## src/rtl/instr_prefetch_pkg.sv

```systemverilog
// instr_prefetch_pkg: shared constants and memory-side FSM encoding for the instruction prefetcher
package instr_prefetch_pkg;
   localparam logic [31:0] NOP_INSTR   = 32'h0000_0013;
   localparam logic [31:0] PF_RESET_PC = 32'h0000_0000;
   typedef enum logic [1:0] {IDLE, REQ, GAP} pf_state_e;
endpackage

```

## src/rtl/instr_prefetch_if.sv

```systemverilog
// instr_prefetch_if: enable/valid instruction handshake, used on both the CPU and the memory side
interface instr_prefetch_if;
   logic [31:0] addr;
   logic [31:0] result;
   logic        enable;
   logic        valid;
   modport master (output addr, enable, input result, valid);
   modport slave  (input addr, enable, output result, valid);
endinterface

```

## src/rtl/instr_pf_fifo.sv

```systemverilog
// instr_pf_fifo: DEPTH x 32 circular instruction buffer with push/pop/clear
module instr_pf_fifo
   import instr_prefetch_pkg::*;
#(
   parameter int DEPTH = 4
) (
   input  logic                   clk,
   input  logic                   rst_n,
   input  logic                   push,
   input  logic                   pop,
   input  logic                   clear,
   input  logic [31:0]            din,
   output logic [31:0]            dout,
   output logic [$clog2(DEPTH):0] count
);
   localparam int AW = $clog2(DEPTH);
   localparam int CW = AW + 1;
   logic [31:0]   buffer [DEPTH];
   logic [AW-1:0] rd, wr;
   assign dout = buffer[rd];
   always_ff @(posedge clk or negedge rst_n)
      if (!rst_n) begin
         rd    <= '0;
         wr    <= '0;
         count <= '0;
      end else if (clear) begin
         rd    <= wr;
         count <= '0;
      end else begin
         if (push) wr <= wr + AW'(1);
         if (pop) rd <= rd + AW'(1);
         count <= count + CW'(push) - CW'(pop);
      end
   always_ff @(posedge clk)
      if (push && !clear) buffer[wr] <= din;
endmodule

```

## src/rtl/instr_prefetch.sv

```systemverilog
// instr_prefetch: streams sequential words ahead of the PC, serves head hits in one cycle.
// Hit/redirect counters are built only when PREFETCH_STATS_EN is defined.
module instr_prefetch
   import instr_prefetch_pkg::*;
#(
   parameter int          DEPTH    = 4,
   parameter logic [31:0] RESET_PC = PF_RESET_PC
) (
   input  logic              clk,
   input  logic              rst_n,
   input  logic              flush,
   instr_prefetch_if.slave   cpu,
   instr_prefetch_if.master  mem,
   output logic [31:0]       stat_hits,
   output logic [31:0]       stat_redirects
);
   localparam int CW = $clog2(DEPTH) + 1;
   pf_state_e     state, state_nx;
   logic [CW-1:0] count, count_nx;
   logic [31:0]   head_addr, head_nx, fifo_out;
   logic          drop, redirect, hit, clear, done, push, issue;
   instr_pf_fifo #(.DEPTH(DEPTH)) u_fifo (
      .clk(clk), .rst_n(rst_n), .push(push), .pop(hit), .clear(clear),
      .din(mem.result), .dout(fifo_out), .count(count)
   );
   assign mem.enable = state == REQ;
   // issue decisions use post-edge head/count, so a redirect or pop re-aims the very next request
   always_comb begin
      redirect = !flush && cpu.enable && !cpu.valid && cpu.addr != head_addr;
      hit      = !flush && cpu.enable && !cpu.valid && cpu.addr == head_addr && count != '0;
      clear    = flush || redirect;
      done     = state == REQ && mem.valid;
      push     = done && !drop && !clear;
      head_nx  = redirect ? cpu.addr : hit ? head_addr + 32'd4 : head_addr;
      count_nx = clear ? '0 : count - CW'(hit);
      issue    = state != REQ && count_nx != CW'(DEPTH);
      state_nx = state == REQ ? (mem.valid ? GAP : REQ) : issue ? REQ : IDLE;
   end
   always_ff @(posedge clk or negedge rst_n)
      if (!rst_n) begin
         state      <= IDLE;
         head_addr  <= RESET_PC;
         drop       <= 1'b0;
         mem.addr   <= '0;
         cpu.valid  <= 1'b0;
         cpu.result <= NOP_INSTR;
      end else begin
         state     <= state_nx;
         head_addr <= head_nx;
         drop      <= !done && (drop || (clear && state == REQ));
         cpu.valid <= hit;
         if (issue) mem.addr <= head_nx + 32'({count_nx, 2'b00});
         if (hit) cpu.result <= fifo_out;
      end
`ifdef PREFETCH_STATS_EN
   always_ff @(posedge clk or negedge rst_n)
      if (!rst_n) begin
         stat_hits      <= '0;
         stat_redirects <= '0;
      end else begin
         stat_hits      <= stat_hits + 32'(cpu.valid);
         stat_redirects <= stat_redirects + 32'(redirect);
      end
`else
   assign stat_hits      = '0;
   assign stat_redirects = '0;
`endif
endmodule

```

## src/flat_wrapper.sv

```systemverilog
// flat-port wrapper written by rule: the top's interface ports become plain ports
module instr_prefetch_flat import instr_prefetch_pkg::*;
#(
   parameter int          DEPTH    = 4,
   parameter logic [31:0] RESET_PC = PF_RESET_PC
)
  (clk, rst_n, flush, stat_hits, stat_redirects, cpu_addr, cpu_enable, cpu_result, cpu_valid, mem_addr, mem_enable, mem_result, mem_valid);
  instr_prefetch_if cpu_i ();
  instr_prefetch_if mem_i ();
  input  logic clk;
  input  logic rst_n;
  input  logic flush;
  output logic [31:0] stat_hits;
  output logic [31:0] stat_redirects;
  input wire logic [$bits(cpu_i.addr)-1:0] cpu_addr;
  input wire logic [$bits(cpu_i.enable)-1:0] cpu_enable;
  output wire logic [$bits(cpu_i.result)-1:0] cpu_result;
  output wire logic [$bits(cpu_i.valid)-1:0] cpu_valid;
  output wire logic [$bits(mem_i.addr)-1:0] mem_addr;
  output wire logic [$bits(mem_i.enable)-1:0] mem_enable;
  input wire logic [$bits(mem_i.result)-1:0] mem_result;
  input wire logic [$bits(mem_i.valid)-1:0] mem_valid;
  assign cpu_i.addr = cpu_addr;
  assign cpu_i.enable = cpu_enable;
  assign cpu_result = cpu_i.result;
  assign cpu_valid = cpu_i.valid;
  assign mem_addr = mem_i.addr;
  assign mem_enable = mem_i.enable;
  assign mem_i.result = mem_result;
  assign mem_i.valid = mem_valid;
  instr_prefetch #(.DEPTH(DEPTH), .RESET_PC(RESET_PC)) u_core (.clk(clk), .rst_n(rst_n), .flush(flush), .cpu(cpu_i), .mem(mem_i), .stat_hits(stat_hits), .stat_redirects(stat_redirects));
endmodule
```

## config.mk

```make
export PLATFORM = sky130hd
export DESIGN_NAME = instr_prefetch_flat
export DESIGN_NICKNAME = d
export VERILOG_FILES = /design/src/rtl/instr_prefetch_pkg.sv /design/src/rtl/instr_prefetch_if.sv /design/src/rtl/instr_pf_fifo.sv /design/src/rtl/instr_prefetch.sv /design/src/flat_wrapper.sv
export SDC_FILE = /design/constraint.sdc
export NUM_CORES = 1
export LEC_CHECK = 0
export CAP_MARGIN = 5
export CORE_ASPECT_RATIO = 0.7
export CORE_UTILIZATION = 55
export CTS_CLUSTER_DIAMETER = 100
export DETAILED_ROUTE_END_ITERATION = 8
export HOLD_SLACK_MARGIN = 0.15
export PLACE_DENSITY = 0.83
export SYNTH_ARGS = -nofsm -noshare
export SYNTH_HDL_FRONTEND = slang
export SYNTH_HIERARCHICAL = 1
export SYNTH_SLANG_ARGS = --single-unit
```

## constraint.sdc

```tcl
create_clock -name clk -period 10.3 [get_ports clk]
set_clock_uncertainty 0.15 [all_clocks]
set_input_delay 3.09 -clock clk [delete_from_list [all_inputs] [get_ports clk]]
set_output_delay 3.09 -clock clk [all_outputs]
set_load 0.05 [all_outputs]
```

### Word-level counts from Yosys, hierarchy flattened

Memories as Yosys holds them, arrays and structs flattened. A register that Yosys moved wholly into a read port is not among the register bits.
Index checks and enable logic that the tools add are counted.

* register bits after elaboration: 75
* bits in writable memories: 128
* output and inout bits: 130
* logic and storage cells: 56
* memories: 1

* $add $sub $neg: 7
* equality and inequality tests: 5
* mux-type cells: 11
* bitwise gates (word level): 1
* reductions and logical operators: 23

Memory list
* u_core.u_fifo.buffer: depth 4, width 32, rd ports 1, clocked after Yosys merged registers in 1, wr ports 1, RTL line instr_pf_fifo.sv:18 `logic [31:0] buffer [DEPTH];`

Operators with widths (number)
* 32-bit 2-to-1 mux: 2
* 32-bit by 3-bit adder with 32-bit output (second input constant): 1
* 32-bit by 5-bit adder with 32-bit output: 1
* 32-bit == test: 1
* 32-bit inequality test: 1
* 1-bit logical AND: 12
* 2-bit 2-to-1 mux: 4
* 1-bit logical NOT: 6
* 3-bit 2-to-1 mux: 2
* 3-bit by 1-bit subtractor with 3-bit output: 2
* 2-bit by 1-bit adder with 2-bit output (second input constant): 2
* 3-bit by 1-bit adder with 3-bit output: 1
* 1-bit 2-to-1 mux: 3
* 3-bit inequality test (second input constant): 1
* 3-bit nonzero test: 1
* 2-bit by 1-bit == test with 1-bit output (second input constant): 1
* 1-bit logical OR: 2
* 2-bit by 1-bit inequality test with 1-bit output (second input constant): 1
* 2-bit AND reduction: 1
* 2-bit nonzero test: 1
* 1-bit inverter: 1

### Longest topological paths before layout

* word-level depth: 11
* gate-level depth with buffers: 21
* depth with buffers taken out: 18

### Modules after synthesis

Netlist, hierarchy kept.

By module, submodules not included
* instr_prefetch: times used 1, cells each 753, area an instance 6438.7 um^2, sequential area each 2506.2 um^2
* instr_pf_fifo: times used 1, cells each 206, area an instance 5094.9 um^2, sequential area each 4018.9 um^2

### Worst setup path before layout

No wires, ideal clock.

* path type: input to register
* start point: in cpu_addr[31]
* end point: reg u_core.mem.addr[30]
* library setup time: 126 ps
* data arrival time: 7325 ps
* required time: 10024 ps
* slack: 2699 ps
* cell stages on the path: 19
* buffers on the path: 2
* cells stage by stage: xor2_1 > nor4_1 > nand4_1 > buf_2 > nor2_1 > nand2_1 > clkinv_1 > clkbuf_1 > ha_1 > ha_1 > or2_2 > fa_1 > inv_1 > a21oi_1 > nor3_1 > nand3_4 > nor4_4 > xnor2_1 > o21ai_2

* word-level cells in the longest chain between the ends: 7

RTL lines
* start, declared: RTL line flat_wrapper.sv:15 `input wire logic [$bits(cpu_i.addr)-1:0] cpu_addr;`
* 32-bit == test (*): RTL line instr_prefetch.sv:30 `hit = !flush && cpu.enable && !cpu.valid && cpu.addr == head_addr && count != '0;`
* 1-bit logical AND (*) (2 in a row): RTL line instr_prefetch.sv:30
* net u_core.hit: RTL line instr_prefetch.sv:21 `logic drop, redirect, hit, clear, done, push, issue;`
* branches (longest 4 deep; another with 32-bit by 5-bit adder with 32-bit output)
* end signal, assigned: RTL line instr_prefetch.sv:52 `if (issue) mem.addr <= head_nx + 32'({count_nx, 2'b00});`
* end, declared: RTL line instr_prefetch_if.sv:7 `modport master (output addr, enable, input result, valid);`

Mark *: on every way through the listed nets, which the timed path passes.
A chain may end at the register's enable or synchronous reset.

### Final worst setup path

* start point: in cpu_addr[5]
* end point: reg u_core.mem.addr[24]

* word-level cells in the longest chain between the ends: 7

RTL lines
* branches (longest 7 deep; another with 32-bit by 5-bit adder with 32-bit output)

Several ways; the timed one is not identified.

==> impl_results.md <==
- Final Slew Violations: 0
- Worst setup SP type: input pin
- DR pass1 iterations: 5
- Clk_lat worst skew: 0.52 ns
- Fillers: 1,437
- Synth top area cells: edfxtp_1, dfrtp_1, nand2_1
- Crit Path Class: in2reg
- Core ar.: 20,200 sq um
- Vias per cell: 5.62
- Post-CTS Hold Buffers: 0
- CTS resizes: 0
- Main combinational cell family by area after synthesis: simple AND/OR/NAND/NOR gates
- # Max-Cap Violations: 0
- Number of synthesized flops with an enable pin: 128
- Crit end category: register
- Worst path cell trace: clkdlybuf4s50_1 -> xor2_1 -> nor4_1 -> nand4_1 -> buf_4 -> nor2_1 -> nand2_1 -> buf_4 -> clkinv_1 -> ha_1 -> ha_1 -> or2_2 -> fa_1 -> inv_1 -> a21oi_1 -> nor3_1 -> nand2_1 -> nor3_1 -> xnor2_1 -> o21ai_1
- CTS buffer count: 23
- Root buf cell: clkbuf_16
- First-pass GRT wire length: 40,800 um
- XOR/XNOR share of the synthesized area: 6.04%
- Asr flop ratio synth: 45.5%
- Adder-Cell Fraction of Synth Area: 1.65%
- Simple-gate share of the synthesized area: 14.9%
- Worst EP required: 10.50 ns
- CTS sink cnt: 235
- Achievable Freq: 0.125 GHz
- Routed len/inst: 19.1 um
- Worst slew pin tran: 1.10 ns
- Seq/Total Area, Yosys: 56.6%
- CP Launch Point: cpu_addr[5]
- CTS tree: yes
- GP Congestion: 1.02
- Final WL: 26,100 um
- Drt drc: 0
- Outcome: finished clean
- Slowest Stage Delay on Critical Path: 0.61 ns
- Hold_sp: u_core/cpu.result[0]
- Die area: 21,600 sq um
- Max H-tree Level: 1
- M2 GR Usage: 37.2%
- Met3 usage: 5.78%
- Antenna viol nets, final: 0
- Reg2Reg Setup Slack: 4.86 ns
- Antenna cell count: 0
- Worst-case clock buffer depth: 3
- Initial antenna violation count: 1
- Vias: 7,702
- Cells after Synth: 959
- Synth cell types: 75
- Clk slew on worst S/H paths: 0.06 ns
- Setup repair bufs after CTS: 0
- Share of layout cells above drive strength 1: 11.0%
- Ys flop type: edfxtp_1
- Largest net degree at the start of global routing: 70
- Setup TNS: 0 ns
- Final setup vio count: 0
- Arr. time, crit path: 8.18 ns
- Die Wd: 175 um
- Initial core utilization: 57.2%
- Height of the die: 123 um
- Routing usage on met1: 36.4%
- 1st-iter DRT viols: 653
- Area fraction of the dominant cell type after synthesis: 33.3%
- Area growth syn-to-layout: 18.1%
- WP buf/inv: 5
- Crit path max-delay cell type: nor3_1
- Syn avg cell area: 12.0 sq um
- Yosys warning total: 6
- Port Buf Inserts: 134
- Complex-gate fraction of the synthesized area: 5.50%
- Gr busiest metal: met2
- Area leader, netlist: edfxtp_1
- RR Startpoint: u_core/head_addr[5]
- Synthesized flop and latch total: 235
- Syn Std Cell Area: 11,500 sq um
- Cell Pwr Density: 195 nW/um^2
- Peak VDD IR: 0.153 mV
- Number of global-route vias before repair: 7,391
- Final worst-path cycle share: 77.5%
- Post-synthesis mux area share: 7.95%
- RSZ-0062 raised after global routing: no
- Total design power: 0.00266 W
- Overflow after GRT: 0
- Slew HR: 26.5%
- # rows: 43
- Family with the most delay on the worst path: simple AND/OR/NAND/NOR gates
- Hold Path Class: reg2reg
- Overall Global Routing Usage: 24.6%
- DP Wirelength: 18,100 um
- LEAKAGE: 5.28 nW
- Crit path max fanout: 34
- Hold Vio Cnt, Final: 0
- Final nets: 1,166
- Min Clock Period, post-route: 7.98 ns
- I/O Pins: 199
registers in the layout, summed over array words and instances (netlist names):
name and count:
u_core/head_addr 32, u_core/u_fifo/wr 2, u_core/state 2, u_core/cpu.result 32, u_core/u_fifo/buffer 128, u_core/cpu.valid 1, u_core/mem.addr 32, u_core/drop 1
u_core/u_fifo/count 3, u_core/u_fifo/rd 2
per-stage QoR:
step / cells / utilization, % / cell area, sq um / hold slack [ns] / worst slack, ns
2_1_floorplan: 1022 / - / 11800 / 0.313 / 2.70
3_3_place_gp: 1328 / 63.5 / 12800 / 0.299 / 2.05
3_5_place_dp: 1328 / 63.5 / 12800 / 0.299 / 1.93
4_1_cts: 1370 / 67.5 / 13600 / 0.308 / 2.45
5_1_grt: 1370 / 67.5 / 13600 / 0.326 / 2.19
6_report: 1370 / 67.5 / 13600 / 0.307 / 2.32
metal layers:
layer | wire (um) | up-vias
met1 | 11800 | 3750
met5 | 11 | -
li1 | - | 3541
met2 | 11600 | 368
met4 | 494 | 2
met3 | 2300 | 41
cell usage after synthesis, drive strengths merged (5+ instances only):
cell type / n
nand3: 21
clkbuf: 25
xor2: 42
a211oi: 5
a21oi: 13
and4: 6
and2: 10
mux4: 32
dfrtp: 104
a211o: 5
nand2: 173
or3: 6
edfxtp: 128
buf: 84
o21ai: 37
inv: 31
mux2i: 8
nor3: 17
ha: 12
nor2: 41
mux2: 9
xnor2: 35
nor4: 24
nand4: 18
o2bb2ai: 5
nor2b: 8
cells by family (layout without fill, tap and decap cells):
| family | count (synthesis) | count (layout) |
|---|---|---|
| and+or+nand+nor | 347 | 347 |
| DFF | 235 | 235 |
| buffers and inverters | 141 | 219 |
| AOI/OAI and AO/OA | 94 | 94 |
| xor gates and xnor gates | 78 | 78 |
| muxes | 49 | 49 |
| adders and majority gates | 14 | 14 |
| other | 1 | 64 |
path summary, 6_finish.rpt:
path | end | cells after the start
min | u_core/cpu.result[0] | 2
max in group asynchronous | u_core/u_fifo/rd[0] | 2
max reg2reg | u_core/mem.addr[24] | 19
min reg2reg | u_core/cpu.result[0] | 2
max | u_core/mem.addr[24] | 20
min in group asynchronous | u_core/head_addr[31] | 1
worst reg2reg max path, stage by stage, from the launching register on:
cell	delay, ns
dfrtp_1	0.53
xor2_1	0.39
nor4_1	0.15
nand4_1	0.13
buf_4	0.25
nor2_1	0.11
nand2_1	0.07
buf_4	0.38
clkinv_1	0.20
ha_1	0.21
ha_1	0.27
or2_2	0.32
fa_1	0.44
inv_1	0.07
a21oi_1	0.16
nor3_1	0.61
nand2_1	0.33
nor3_1	0.29
xnor2_1	0.15
o21ai_1	0.07
report_power, final:
part / leakage, nW / switching, W / total [W] / internal, W
clock: 0.407 / 0.000359 / 0.000904 / 0.000545
sequential: 2.48 / 0.0000746 / 0.00113 / 0.00106
combinational: 2.39 / 0.000380 / 0.000624 / 0.000243
placed cells by master, fill, tap and decap left out, drive strengths merged, types with 13 or more instances in the layout:
cell type and count:
a21oi 13, clkbuf 25, clkdlybuf4s50 133, conb 64, dfrtp 104, edfxtp 128, inv 34, mux4 32
nand2 173, nand3 21, nand4 18, nor2 41, nor3 17, nor4 24, o21ai 37, xnor2 35
xor2 42
cell type report:
type	instances	area, sq um	area share (%)
Clock inverter	17	223	1.63
Tap cell	270	338	2.48
Inverter	32	120	0.882
Multi-Input combinational cell	646	4400	32.3
Timing Repair Buffer	145	1420	10.4
Sequential cell	235	6530	47.9
Clock buffer	25	593	4.35
(Power assumes the default switching activity.)
